**src/rtl/inst_prefetch.sv**
```systemverilog
// inst_prefetch: instruction prefetch queue with a single-outstanding memory read FSM
// Ports:
//   clk, rst                 clock, synchronous active-high reset
//   flush_i, flush_pc_i      redirect: empty the queue and restart fetching at flush_pc_i (word-aligned)
//   stall_i                  consumer cannot take the head entry this cycle
//   valid_o, inst_o, pc_o    head entry of the queue
//   mem_req_o, mem_addr_o    registered read request and word address
//   mem_ack_i, mem_rdata_i   read data return
module inst_prefetch #(
    parameter int          DEPTH    = 4,
    parameter logic [31:0] RESET_PC = 32'h0000_0000
) (
    input  logic        clk,
    input  logic        rst,
    input  logic        flush_i,
    input  logic [31:0] flush_pc_i,
    input  logic        stall_i,
    output logic        valid_o,
    output logic [31:0] inst_o,
    output logic [31:0] pc_o,
    output logic        mem_req_o,
    output logic [31:0] mem_addr_o,
    input  logic        mem_ack_i,
    input  logic [31:0] mem_rdata_i
);
    localparam int AW = $clog2(DEPTH);
    localparam int CW = AW + 1;

    typedef enum logic [1:0] {IDLE, REQ, DISCARD} state_t;

    state_t        r_state;
    logic [CW-1:0] r_count;
    logic [AW-1:0] r_rd_ptr;
    logic [AW-1:0] r_wr_ptr;
    logic [31:0]   r_fetch_pc;
    logic [31:0]   r_pc_mem   [DEPTH];
    logic [31:0]   r_inst_mem [DEPTH];

    logic          w_pop;
    logic          w_push;
    logic [CW-1:0] w_cnt_after_pop;
    logic [31:0]   w_flush_pc;
    logic [31:0]   w_next_pc;

    assign valid_o         = r_count != '0;
    assign pc_o            = r_pc_mem[r_rd_ptr];
    assign inst_o          = r_inst_mem[r_rd_ptr];
    assign w_pop           = valid_o && !stall_i;
    assign w_push          = (r_state == REQ) && mem_ack_i && !flush_i;
    assign w_cnt_after_pop = r_count - CW'(w_pop);
    assign w_flush_pc      = flush_pc_i & ~32'h3;
    assign w_next_pc       = mem_addr_o + 32'd4;

    always_ff @(posedge clk) begin
        if (w_push) begin
            r_pc_mem[r_wr_ptr]   <= mem_addr_o;
            r_inst_mem[r_wr_ptr] <= mem_rdata_i;
        end
    end

    always_ff @(posedge clk) begin
        if (rst) begin
            r_state    <= IDLE;
            r_count    <= '0;
            r_rd_ptr   <= '0;
            r_wr_ptr   <= '0;
            r_fetch_pc <= RESET_PC;
            mem_req_o  <= 1'b0;
            mem_addr_o <= '0;
        end else begin
            if (flush_i) begin
                r_count    <= '0;
                r_rd_ptr   <= '0;
                r_wr_ptr   <= '0;
                r_fetch_pc <= w_flush_pc;
            end else begin
                r_count <= w_cnt_after_pop + CW'(w_push);
                if (w_pop)
                    r_rd_ptr <= r_rd_ptr + AW'(1);
                if (w_push) begin
                    r_wr_ptr   <= r_wr_ptr + AW'(1);
                    r_fetch_pc <= w_next_pc;
                end
            end
            case (r_state)
                IDLE: begin
                    // a slot freed by this cycle's pop already counts as space
                    if (!flush_i && w_cnt_after_pop < CW'(DEPTH)) begin
                        r_state    <= REQ;
                        mem_req_o  <= 1'b1;
                        mem_addr_o <= r_fetch_pc;
                    end
                end
                REQ: begin
                    if (flush_i) begin
                        mem_req_o <= 1'b0;
                        r_state   <= mem_ack_i ? IDLE : DISCARD;
                    end else if (mem_ack_i) begin
                        // keep streaming only if the queue still has room after this push
                        if (w_cnt_after_pop < CW'(DEPTH - 1)) begin
                            mem_addr_o <= w_next_pc;
                        end else begin
                            mem_req_o <= 1'b0;
                            r_state   <= IDLE;
                        end
                    end
                end
                DISCARD: begin
                    if (mem_ack_i)
                        r_state <= IDLE;
                end
                default: r_state <= IDLE;
            endcase
        end
    end
endmodule

```
**config.mk**
```make
export PLATFORM = sky130hd
export DESIGN_NAME = inst_prefetch
export DESIGN_NICKNAME = d
export VERILOG_FILES = /design/src/rtl/inst_prefetch.sv
export SDC_FILE = /design/constraint.sdc
export NUM_CORES = 1
export LEC_CHECK = 0
export CORE_ASPECT_RATIO = 0.75
export CORE_MARGIN = 5
export CORE_UTILIZATION = 40
export DETAILED_ROUTE_END_ITERATION = 8
export PLACE_DENSITY_LB_ADDON = 0.15
export SYNTH_ARGS = -nofsm -noshare
export SYNTH_HDL_FRONTEND = slang
export SYNTH_SLANG_ARGS = --single-unit
export TNS_END_PERCENT = 30
```
**constraint.sdc**
```tcl
create_clock -name clk -period 5.9 [get_ports clk]
set_clock_uncertainty 0.15 [all_clocks]
set_input_delay 0.59 -clock clk [delete_from_list [all_inputs] [get_ports clk]]
set_output_delay 0.59 -clock clk [all_outputs]
set_load 0.005 [all_outputs]
```
==> reports/metrics.cfg <==
[floorplanning]
coreArea_um2 = 33500
die_height_um = 169
io_pins = 167
initial_utilization = 0.404
die_w_um = 222
placementRows = 58
die_area_um2 = 37600

[setup_path]
crit_buf_inv = 1
cp.depth = 10
cp.arrival_ns = 4.01
r2r_start = r_count[1]$_SDFF_PP0_
r2r_slack_ns = 2.10
required_ns = 6.10
crit_chain = or3_1, nor2b_1, ha_1, ha_1, xor2_1, nor4_2, nor2_1, buf_4, o21ai_0, a21oi_1
r2r-end = mem_addr_o[18]$_SDFFE_PP0P_
startpoint_type = register
worstSetupEndpointType = register
path_class = register to register
r2r_cells = 10
cp_slowest_cell = nor4_2
slowest_delay_ns = 0.87
startpoint = r_count[1]$_SDFF_PP0_
worstPathMaxFanout = 15
cp_top_family = simple AND/OR/NAND/NOR gates
cp-endpoint = mem_addr_o[18]$_SDFFE_PP0P_
crit_top_cell = ha_1

[clocking]
cts_sinks = 332
cts_htree_levels = 2
cts_resized = 0
clk_pin_slew_ns = 0.06
clockBufferDepth = 3
cts_buffers = 34
clock_latency_ns = 0.51
cts_hold_buf = 0
cts_root_buf = clkbuf_16
post_cts.repair.setup_buffers = 0
cts_tree = yes

[worst_hold_path]
hp-start = r_fetch_pc[1]$_SDFFE_PP0P_
hold_path_class = register to register
hold-path-cell-count = 2

[grt]
grt_pass1_wl_um = 50800
grt_pass1_vias = 8277
track_usage = 0.172
gr-total-overflow = 0
grt_max_degree = 65
antenna_found_initial = 0

[final_layout]
nNetsFinal = 1125
layout_common_cells = edfxtp_1, clkdlybuf4s50_1, dfxtp_1
areaGrowthSynthToFinish_pct = 23.1
layout_commonest_cell = edfxtp_1
diodes = 0
drive_gt1_frac = 0.138

[drt]
wl_um = 32700
drcViolationCount = 0
vias = 8184
drt_iter0_drc = 671
viasPerCell = 5.38
ant_nets = 0
first_pass_iters = 5
wl_per_cell_um = 21.5

[synthesis]
avgSynthCellArea_um2 = 15.1
ys_warn_count = 0
syn_area_um2 = 13500
synth_cell_types = 59
synth_edf_count = 256
synth_seq_area_share = 0.681
syn_nets = 971
async_reset_ff_frac = 0
netlist_instances = 893
ys_ff_latch = 332
synth-main-ff-cell = edfxtp_1

[status]
outcome = complete, no violations

[timing]
setup_viol_count_final = 0
fmax_ghz = 0.263
fin_crit_ns = 3.80
worst_pin_slew_ns = 1.08
hold_viol = 0
rsz0062_at_grt = no
max_slew_margin = 0.279
finalCritPeriodShare = 0.644
setup_slack_ns = 2.10
setup_tns_ns = 0
drv_slew = 0

[power]
vdd_drop_max_mv = 0.163
p_leak_nw = 5.34
power.density_nw_per_um2 = 297

[place]
io_buffers = 164
gp_congestion = 0.774
place_hpwl_um = 19700
place_ws_ns = 1.82

[job]
drv_cap = 0

-- where the power goes --
part / switching, mW / total [mW] / internal, mW
logic: 0.155 / 0.304 / 0.149
registers: 0.0492 / 2.60 / 2.55
clock network: 0.864 / 2.04 / 1.17
-- synth_stat cells, drive strengths merged, types with 4 or more instances --
library cell | number | share of area
mux4 | 64 | 0.11
a32o | 4 | 0.0030
inv | 12 | 0.0033
a21oi | 44 | 0.016
nand2b | 8 | 0.0037
a31oi | 18 | 0.0083
clkbuf | 44 | 0.012
and3 | 6 | 0.0028
o22ai | 11 | 0.0051
o21ai | 37 | 0.014
nor2b | 4 | 0.0019
a22o | 4 | 0.0026
nand4 | 17 | 0.0079
nor3 | 12 | 0.0044
and2 | 9 | 0.0042
o31a | 6 | 0.0039
o211ai | 7 | 0.0039
nand3b | 8 | 0.0054
nand3 | 13 | 0.0056
nor2 | 53 | 0.015
mux2i | 4 | 0.0030
a211oi | 4 | 0.0022
edfxtp | 256 | 0.57
nor4 | 7 | 0.0059
nand2 | 64 | 0.018
a2bb2oi | 4 | 0.0026
xor2 | 8 | 0.0052
ha | 9 | 0.0083
or4 | 6 | 0.0036
and4 | 5 | 0.0032
dfxtp | 76 | 0.11
buf | 18 | 0.0065
xnor2 | 15 | 0.0097
-- metal layers --
metal  part of all wire  track usage  vias up  wire length [µm]
met5                  0            0        -                 0
met4              0.014       0.0340        0               441
met3              0.059       0.0403       36              1920
met2               0.46        0.266      219             15100
met1               0.47        0.252     4122             15200
li1                   -            -     3807                 -
-- stage by stage --
step           hold slack (ns)  instances   util  cell area (µm²)  power, mW
2_1_floorplan            0.286        893      -            13500       2.79
4_1_cts                  0.311       1520  0.498            16700       5.01
3_5_place_dp             0.302       1461  0.467            15600       2.96
6_report                 0.320       1520  0.498            16700       4.94
3_3_place_gp             0.293       1461  0.467            15600       2.95
5_1_grt                  0.334       1520  0.498            16700       5.13
-- final cells by class --
type	count	area (µm²)
fillers	2866	16800
repair buffers	180	1750
clock buffers	49	958
clock inverters	10	78.8
flip-flops and latches	332	9220
well taps	450	563
multi-input cells	487	4040
inverters	12	45.0
-- cell families after synthesis --
kind of cell	Yosys count	synth area share
flip-flops	332	0.681
AND/OR/NAND/NOR	222	0.0864
AO/OA/AOI/OAI	165	0.0775
buffers and inverters	74	0.0222
multiplexers	68	0.110
XOR/XNOR	23	0.0149
adder cells (fa/ha/maj)	9	0.00833
-- worst reg2reg max path, cell delays in order (launching register included) --
cell and delay (ns):
dfxtp_1 0.31, or3_1 0.38, nor2b_1 0.18, ha_1 0.20, ha_1 0.19, xor2_1 0.23
nor4_2 0.87, nor2_1 0.50, buf_4 0.35, o21ai_0 0.20, a21oi_1 0.09
-- worst min-delay path by stage --
stage	end	slack, ns
after global routing	r_fetch_pc[0]$_SDFFE_PP0P_	0.33
after global placement	r_fetch_pc[1]$_SDFFE_PP0P_	0.29
final	r_fetch_pc[1]$_SDFFE_PP0P_	0.32
after CTS	r_fetch_pc[0]$_SDFFE_PP0P_	0.31
after floorplan	r_fetch_pc[0]$_SDFFE_PP0P_	0.29
after detailed placement	r_fetch_pc[0]$_SDFFE_PP0P_	0.30
-- sequential cells by signal, indices dropped and copies added, names as in the netlist, named ones only --
name,cells
mem_req_o,1
r_pc_mem,128
mem_addr_o,32
r_rd_ptr,2
r_count,3
r_state,2
r_fetch_pc,32
r_wr_ptr,2
r_inst_mem,128
(Power assumes the default switching activity.)
